[config.mk]
export PLATFORM = sky130hd
export DESIGN_NAME = nibble_stack_flat
export DESIGN_NICKNAME = d
export VERILOG_FILES = /design/src/rtl/nibble_stack_pkg.sv /design/src/rtl/nibble_stack_if.sv /design/src/rtl/nibble_stack_cell.sv /design/src/rtl/nibble_stack.sv /design/src/flat_wrapper.sv
export SDC_FILE = /design/constraint.sdc
export NUM_CORES = 1
export LEC_CHECK = 0
export BUFFER_PORTS_ARGS = -buffer_cell sky130_fd_sc_hd__buf_4
export CAP_MARGIN = 0
export CORE_MARGIN = 4
export CORE_UTILIZATION = 61
export CTS_BUF_LIST = sky130_fd_sc_hd__clkbuf_16
export DETAILED_ROUTE_END_ITERATION = 16
export HOLD_SLACK_MARGIN = 0.03
export PLACE_DENSITY = 0.81
export SETUP_SLACK_MARGIN = 0.02
export SLEW_MARGIN = 20
export SYNTH_ARGS = -nofsm -noshare
export SYNTH_HDL_FRONTEND = slang
export SYNTH_HIERARCHICAL = 1
export SYNTH_SLANG_ARGS = --single-unit
[constraint.sdc]
create_clock -name clk -period 3.35 [get_ports clk]
set_input_delay 0.67 -clock clk [delete_from_list [all_inputs] [get_ports clk]]
set_output_delay 0.67 -clock clk [all_outputs]
set_load 0.05 [all_outputs]
[src/rtl/nibble_stack_pkg.sv]
// Shared types and constants for the nibble stack.
// The stack is built with the NIBBLE_STACK_ERR_FLAGS_EN macro optionally defined.
package stack_pkg;
    localparam int WORD_W = 4;

    // Direction encodings for a move strobe
    localparam logic STK_PUSH = 1'b1;
    localparam logic STK_POP  = 1'b0;

    // Next-value source for a single stack entry
    typedef enum logic [2:0] {
        CELL_HOLD,
        CELL_LOAD,
        CELL_ABOVE,
        CELL_BELOW,
        CELL_SWAP,
        CELL_ZERO
    } cell_sel_t;
endpackage

[src/rtl/nibble_stack_if.sv]
// Handshake/data bundle between the stack CPU control and the nibble stack.
interface nibble_stack_if
    import stack_pkg::*;
#(
    parameter int DEPTH = 8
) ();
    localparam int DW = $clog2(DEPTH + 1);

    logic              mode;
    logic              move;
    logic              swap;
    logic [WORD_W-1:0] in_word;
    logic [WORD_W-1:0] top_word;
    logic [WORD_W-1:0] second_word;
    logic [DW-1:0]     depth;
    logic              full;
    logic              empty;
    logic              overflow;
    logic              underflow;

    // CPU side: issues strobes, reads the top entries and status
    modport master (
        output mode, move, swap, in_word,
        input  top_word, second_word, depth, full, empty, overflow, underflow
    );

    // Stack side
    modport slave (
        input  mode, move, swap, in_word,
        output top_word, second_word, depth, full, empty, overflow, underflow
    );
endinterface

[src/rtl/nibble_stack_cell.sv]
// One stack entry: a word register with its next-value mux.
module nibble_stack_cell
    import stack_pkg::*;
(
    input  logic              clk,
    input  logic              rst,
    input  cell_sel_t         sel,
    input  logic [WORD_W-1:0] in_word,
    input  logic [WORD_W-1:0] above,
    input  logic [WORD_W-1:0] below,
    input  logic [WORD_W-1:0] partner,
    output logic [WORD_W-1:0] q
);
    // Register the selected source; reset clears the entry
    always_ff @(posedge clk) begin
        if (rst) begin
            q <= '0;
        end else begin
            case (sel)
                CELL_LOAD:  q <= in_word;
                CELL_ABOVE: q <= above;
                CELL_BELOW: q <= below;
                CELL_SWAP:  q <= partner;
                CELL_ZERO:  q <= '0;
                default:    q <= q;
            endcase
        end
    end
endmodule

[src/rtl/nibble_stack.sv]
// Parameterised LIFO of 4-bit words with occupancy and optional sticky error flags.
// Optional macro: NIBBLE_STACK_ERR_FLAGS_EN builds the overflow/underflow registers;
// without it both flags read 0.
module nibble_stack
    import stack_pkg::*;
#(
    parameter int DEPTH = 8
) (
    input logic          clk,
    input logic          rst,
    nibble_stack_if.slave bus
);
    localparam int DW = $clog2(DEPTH + 1);

    logic [DEPTH-1:0][WORD_W-1:0] entry;
    logic [DW-1:0]                depth_q;

    logic push, pop;
    assign push = bus.move && (bus.mode == STK_PUSH);
    assign pop  = bus.move && (bus.mode == STK_POP);

    for (genvar i = 0; i < DEPTH; i++) begin : g_cell
        cell_sel_t         sel;
        logic [WORD_W-1:0] above, below, partner;

        if (i == 0) begin : g_top
            assign above = bus.in_word;
        end else begin : g_inner_a
            assign above = entry[i-1];
        end

        if (i == DEPTH - 1) begin : g_bot
            assign below = '0;
        end else begin : g_inner_b
            assign below = entry[i+1];
        end

        if (i == 0) begin : g_p0
            assign partner = entry[1];
        end else if (i == 1) begin : g_p1
            assign partner = entry[0];
        end else begin : g_pn
            assign partner = '0;
        end

        // Move beats swap; only the top two entries take part in a swap
        always_comb begin
            sel = CELL_HOLD;
            if (push) begin
                sel = (i == 0) ? CELL_LOAD : CELL_ABOVE;
            end else if (pop) begin
                sel = (i == DEPTH - 1) ? CELL_ZERO : CELL_BELOW;
            end else if (bus.swap && i < 2) begin
                sel = CELL_SWAP;
            end
        end

        nibble_stack_cell u_cell (
            .clk     (clk),
            .rst     (rst),
            .sel     (sel),
            .in_word (bus.in_word),
            .above   (above),
            .below   (below),
            .partner (partner),
            .q       (entry[i])
        );
    end

    // Occupancy counter, saturating at both ends
    always_ff @(posedge clk) begin
        if (rst) begin
            depth_q <= '0;
        end else if (push && depth_q != DW'(DEPTH)) begin
            depth_q <= depth_q + 1'b1;
        end else if (pop && depth_q != '0) begin
            depth_q <= depth_q - 1'b1;
        end
    end

    assign bus.top_word    = entry[0];
    assign bus.second_word = entry[1];
    assign bus.depth       = depth_q;
    assign bus.full        = (depth_q == DW'(DEPTH));
    assign bus.empty       = (depth_q == '0);

`ifdef NIBBLE_STACK_ERR_FLAGS_EN
    logic ovf_q, unf_q;

    // Sticky error flags, cleared only by reset
    always_ff @(posedge clk) begin
        if (rst) begin
            ovf_q <= 1'b0;
            unf_q <= 1'b0;
        end else begin
            if (push && bus.full)  ovf_q <= 1'b1;
            if (pop  && bus.empty) unf_q <= 1'b1;
        end
    end

    assign bus.overflow  = ovf_q;
    assign bus.underflow = unf_q;
`else
    assign bus.overflow  = 1'b0;
    assign bus.underflow = 1'b0;
`endif
endmodule
[src/flat_wrapper.sv]
// flat-port wrapper written by rule: the top's interface ports become plain ports
module nibble_stack_flat import stack_pkg::*;
#(
    parameter int DEPTH = 8
)
  (clk, rst, bus_mode, bus_move, bus_swap, bus_in_word, bus_top_word, bus_second_word, bus_depth, bus_full, bus_empty, bus_overflow, bus_underflow);
  nibble_stack_if #(.DEPTH(DEPTH)) bus_i ();
  input logic clk;
  input logic rst;
  input wire logic [$bits(bus_i.mode)-1:0] bus_mode;
  input wire logic [$bits(bus_i.move)-1:0] bus_move;
  input wire logic [$bits(bus_i.swap)-1:0] bus_swap;
  input wire logic [$bits(bus_i.in_word)-1:0] bus_in_word;
  output wire logic [$bits(bus_i.top_word)-1:0] bus_top_word;
  output wire logic [$bits(bus_i.second_word)-1:0] bus_second_word;
  output wire logic [$bits(bus_i.depth)-1:0] bus_depth;
  output wire logic [$bits(bus_i.full)-1:0] bus_full;
  output wire logic [$bits(bus_i.empty)-1:0] bus_empty;
  output wire logic [$bits(bus_i.overflow)-1:0] bus_overflow;
  output wire logic [$bits(bus_i.underflow)-1:0] bus_underflow;
  assign bus_i.mode = bus_mode;
  assign bus_i.move = bus_move;
  assign bus_i.swap = bus_swap;
  assign bus_i.in_word = bus_in_word;
  assign bus_top_word = bus_i.top_word;
  assign bus_second_word = bus_i.second_word;
  assign bus_depth = bus_i.depth;
  assign bus_full = bus_i.full;
  assign bus_empty = bus_i.empty;
  assign bus_overflow = bus_i.overflow;
  assign bus_underflow = bus_i.underflow;
  nibble_stack #(.DEPTH(DEPTH)) u_core (.clk(clk), .rst(rst), .bus(bus_i));
endmodule
# Yosys cells after proc, flatten, opt, wreduce, memory -nomap -nowiden
# Index checks and enable logic that the tools add are counted.
# Widths: inputs -> output; s select.
[op_classes]
n_bitwise = 1
addsub = 2
n_mux = 18
reduce_logical = 16
eq_ne = 22
[op_table]
columns = ["cell", "n"]
rows = [
  ["$pmux 4 s4", 6],
  ["$eq 3x2->1 const B", 8],
  ["$eq 3x3->1 const B", 8],
  ["$pmux 4 s3", 2],
  ["$mux 3", 7],
  ["$eq 3x1->1 const B", 4],
  ["$reduce_bool 4->1", 3],
  ["$mux 4", 2],
  ["$reduce_or 2->1", 4],
  ["$reduce_bool 3->1", 2],
  ["$add 4x1->4 const B", 1],
  ["$eq 4x4->1 const B", 1],
  ["$logic_and 1x1->1", 4],
  ["$logic_not 4->1", 1],
  ["$ne 4x4->1 const B", 1],
  ["$sub 4x1->4 const B", 1],
  ["$reduce_or 3->1", 1],
  ["$mux 2", 1],
  ["$reduce_bool 2->1", 1],
  ["$not 1->1", 1],
]
[word_totals]
output_inout_bits = 16
elab_cells = 68
register_bits = 36

# Depth between registers and ports, before layout
[depth]
depth_word = 7
depth_mapped = 7
ltp_nobuf = 7

# By module
# Netlist, hierarchy kept.
[by_module_without_submodules]
columns = ["mod", "area_each_um2", "instances", "cells_each"]
rows = [
  ["nibble_stack_cell", 352.8, 8, 34],
  ["nibble_stack", 335.3, 1, 37],
]

# Worst setup path before layout
# No wires, ideal clock.
[synth_timing]
path_type = "input to register"
from = "input port bus_mode"
to = "register u_core.g_cell[0].u_cell.q[3]"
path_slack_ns = 0.435
arrival_time_ns = 2.790
path_stages = 4
path_cell_list = "nor2b_1 > mux4_2 > nor2_2 > a211oi_2"
[synth_between]
elab_chain_len = 7
word_cells_on_any_way = 14
[synth_lines]
columns = ["element", "line", "rtl"]
rows = [
  ["start: declaration", "flat_wrapper.sv:10", "input wire logic [$bits(bus_i.mode)-1:0] bus_mode;"],
  ["$not 1->1", "nibble_stack.sv:20", "assign pop = bus.move && (bus.mode == STK_POP);"],
  ["$logic_and 1x1->1", "nibble_stack.sv:20", ""],
  ["$mux 3", "nibble_stack.sv:51", "end else if (pop) begin"],
  ["$mux 3 (*)", "nibble_stack.sv:49", "if (push) begin"],
  ["$eq 3x3->1 (tied with other cells)", "nibble_stack_cell.sv:19", "case (sel)"],
  ["$reduce_or 2->1 (no line)", "-", ""],
  ["$pmux 4 s3 or $reduce_bool 3->1 (tied branches)", "-", ""],
  ["end signal: assignment", "nibble_stack_cell.sv:20", "CELL_LOAD: q <= in_word;"],
  ["end signal: assignment", "nibble_stack_cell.sv:21", "CELL_ABOVE: q <= above;"],
  ["end signal: assignment", "nibble_stack_cell.sv:22", "CELL_BELOW: q <= below;"],
  ["end: declaration", "nibble_stack_cell.sv:12", "output logic [WORD_W-1:0] q"],
]
# Every way passes the cells marked *; elsewhere a longest branch is shown, timed or not.
# A chain may end at the register's enable or synchronous reset.

# Worst setup path in the final report
[layout_timing]
from = "register u_core.depth_q[0], in the netlist u_core/bus.depth[0]"
to = "register u_core.depth_q[3], in the netlist u_core/bus.depth[3]"
[layout_between]
elab_chain_len = 3
word_cells_on_any_way = 9
[layout_lines]
columns = ["element", "line", "rtl"]
rows = [
  ["start: declaration", "nibble_stack.sv:16", "logic [DW-1:0] depth_q;"],
  ["start signal: assignment", "nibble_stack.sv:75", "depth_q <= depth_q + 1'b1;"],
  ["start signal: assignment", "nibble_stack.sv:77", "depth_q <= depth_q - 1'b1;"],
  ["$sub 4x1->4 (tied with other cells)", "nibble_stack.sv:77", ""],
  ["$mux 4 (tied with other cells)", "nibble_stack.sv:76", "end else if (pop && depth_q != '0) begin"],
  ["$mux 4 or $reduce_bool 2->1 (tied branches)", "-", ""],
]
# Several ways; a longest one is shown, not always the timed one. The select of a mux whose other input is x is not followed.

==> flow_metrics.tcl <==
set metrics [dict create \
    status "finished, final reports clean" \
    min_period_ns 2.423 \
    synth.area.mux_share_pct 14.90 \
    hold_path_class "reg -> reg" \
    power_density_mw_per_mm2 482.1 \
    rows 25 \
    path_class "reg -> reg" \
    grt_pass1_wl_um 10780 \
    synth.distinct_cells 37 \
    nFillCells 379 \
    synthXorXnorAreaFrac_pct 0.8320 \
    grt-busiest-layer "met2" \
    fmax_mhz 412.7 \
    cts_resized 0 \
    seq_area_frac_synth_pct 22.82 \
    initial_utilization_pct 64.72 \
    antenna_found_initial 0 \
    clockBufferDepth 2 \
    clk_latency_ns 0.28 \
    cts.htree.levels 2 \
    ctsRootBufferMaster "clkbuf_16" \
    finalInstanceArea_mm2 0.003385 \
    grt_pass1_vias 2221 \
    grt_util_met1_pct 30.03 \
    critPathRequiredTime_ns 3.52 \
    fin_cells 420 \
    first_pass_iters 4 \
    wl_per_cell_um 14.97 \
    gp_congestion 0.7304 \
    cts_tree "built" \
    synthAdderAreaFrac_pct 1.426 \
    finalSetupViolations 0 \
    synth-seq-cells 36 \
    crit_arrival_ns 2.60 \
    yosys_warnings 6 \
    drv_slew 0 \
    synth_edf_count 0 \
    sequential_cell_area_um2 720.7 \
    path_clk_slew_ns 0.05 \
    drt_wl_total_um 6286 \
    worstMarginPinSlew_ns 0.6193 \
    fp.dieW_um 79.95 \
    hold_viol 0 \
    period_share_pct 72.32 \
    finClkSkew_ns 0.004925 \
    cellLeakagePower_nw 1.297 \
    syn_avg_cell_area_um2 10.22 \
    vias_per_cell 5.671 \
    postCtsHoldBufs 0 \
    drc 0 \
    ir_drop_uv 280.5 \
    multi_input_area_mm2 0.002210 \
    crit_fanout 6 \
    start_kind "register" \
    clock_sinks 36 \
    synth_top_family_by_area "compound AO/OA/AOI/OAI gates" \
    grt_usage_pct 21.22 \
    cts_buffers 5 \
    drt_iter0_drc 155 \
    synth_ff_type "dfxtp_1" \
    antenna_cells 0 \
    ioPinCount 25 \
    via_count 2382 \
    dieArea_mm2 0.006392 \
    synth_area_mm2 0.003158 \
    met2_usage_pct 32.70 \
    slew_headroom_pct 58.71 \
    r2r_slack_ns 0.93 \
    use_met3_pct 4.176 \
    dp_hpwl_um 4395 \
    ys_async_sr_fraction_pct 0 \
    synth_compound_area_share_pct 27.73 \
    port_buffers 22 \
    dpl-instance-area_mm2 0.003248 \
    dp.cells 412 \
    antenna_left 0 \
    setup_tns_ns 0 \
    cts_setup_buffers 0 \
    fin_nets 364 \
    cap_violations 0 \
    yosys.area_share.simple_pct 20.68 \
    layout-drive-gt1-share_pct 27.20 \
    core-area_mm2 0.004880 \
    grt_setup_unrepaired "no" \
    syn_inst 309 \
    worstSetupEndpointType "register" \
    grt_max_degree 55 \
    die-height_um 79.95 \
    area_growth_pct 7.171 \
    gr-total-overflow 0 \
]
metal layers:
metal	wire, um	part of all wire (%)	vias to the layer above
met1	3070	49	1100
li1	-	-	1225
met5	0	0	-
met4	63	1.0	0
met2	2906	46	52
met3	246	3.9	5
placed cells by master (no fill, tap or decap), drive strengths merged, types with 10 or more instances in the layout:
| cell | count |
|---|---|
| dfxtp | 36 |
| nor2b | 11 |
| mux2i | 20 |
| o21ai | 10 |
| nand2b | 24 |
| a21oi | 33 |
| buf | 29 |
| a2bb2oi | 16 |
| o221a | 16 |
| conb | 35 |
| nor2 | 30 |
flip-flops by register name, summed over array words and instances, names as in the netlist:
signal / count
u_core/g_cell.u_cell/q: 32
u_core/bus.depth: 4
final cells by class:
type	instances	area share (%)
clock buffers	5	3.697
flip-flops and latches	36	21.29
inverters	1	0.1109
repair buffers	29	6.802
multi-input cells	279	65.29
well taps	67	2.477
clock inverters	3	0.3327
cells in the mapped netlist, drive strengths merged, types with 10 or more instances:
master,n,area (um2)
buf,26,355.3
a21oi,33,199.0
o221a,16,180.2
mux2i,20,200.2
nand2b,24,150.1
nor2b,11,128.9
o21ai,10,53.80
a2bb2oi,16,140.1
dfxtp,36,720.7
nor2,30,132.6
metrics by stage:
stage | setup slack [ns] | hold slack [ns] | utilization (%) | total power, mW
detailed placement | 0.9338 | 0.5412 | 66.56 | 1.205
global placement | 0.9956 | 0.5355 | 66.56 | 1.184
CTS | 0.9272 | 0.5541 | 69.36 | 1.637
finish | 0.9271 | 0.5597 | 69.36 | 1.632
global route | 0.7227 | 0.5716 | 69.36 | 1.724
floorplan | 0.4352 | 0.5002 | - | 1.084
cell families (layout without fill, tap and decap cells):
logic type,after synthesis,after routing
xor gates and xnor gates,3,3
other,1,35
and+or+nand+nor,101,101
AOI/OAI and AO/OA,101,101
muxes,36,36
DFF,36,36
buffers and inverters,28,38
adders and majority gates,3,3
critical path, cell delays in order, from the launching register on:
cell	delay, ns
dfxtp_1	0.37
or3_4	0.45
o21ai_0	0.36
ha_1	0.31
a21o_1	0.19
a21oi_2	0.19
mux2i_1	0.11
a2111oi_2	0.34
power breakdown:
part           internal, mW  switching, mW
sequential            0.482         0.0656
combinational         0.266          0.387
clock                 0.267          0.163
worst paths after layout:
kind,start,to,cells after the start
worst max-delay path,u_core/bus.depth[0],u_core/bus.depth[3],7
worst min-delay path,u_core/g_cell[7].u_cell/q[0],u_core/g_cell[7].u_cell/q[0],1
worst max register to register,u_core/bus.depth[0],u_core/bus.depth[3],7
worst min register to register,u_core/g_cell[7].u_cell/q[0],u_core/g_cell[7].u_cell/q[0],1
Note: power is estimated with default switching activity, not from simulation.
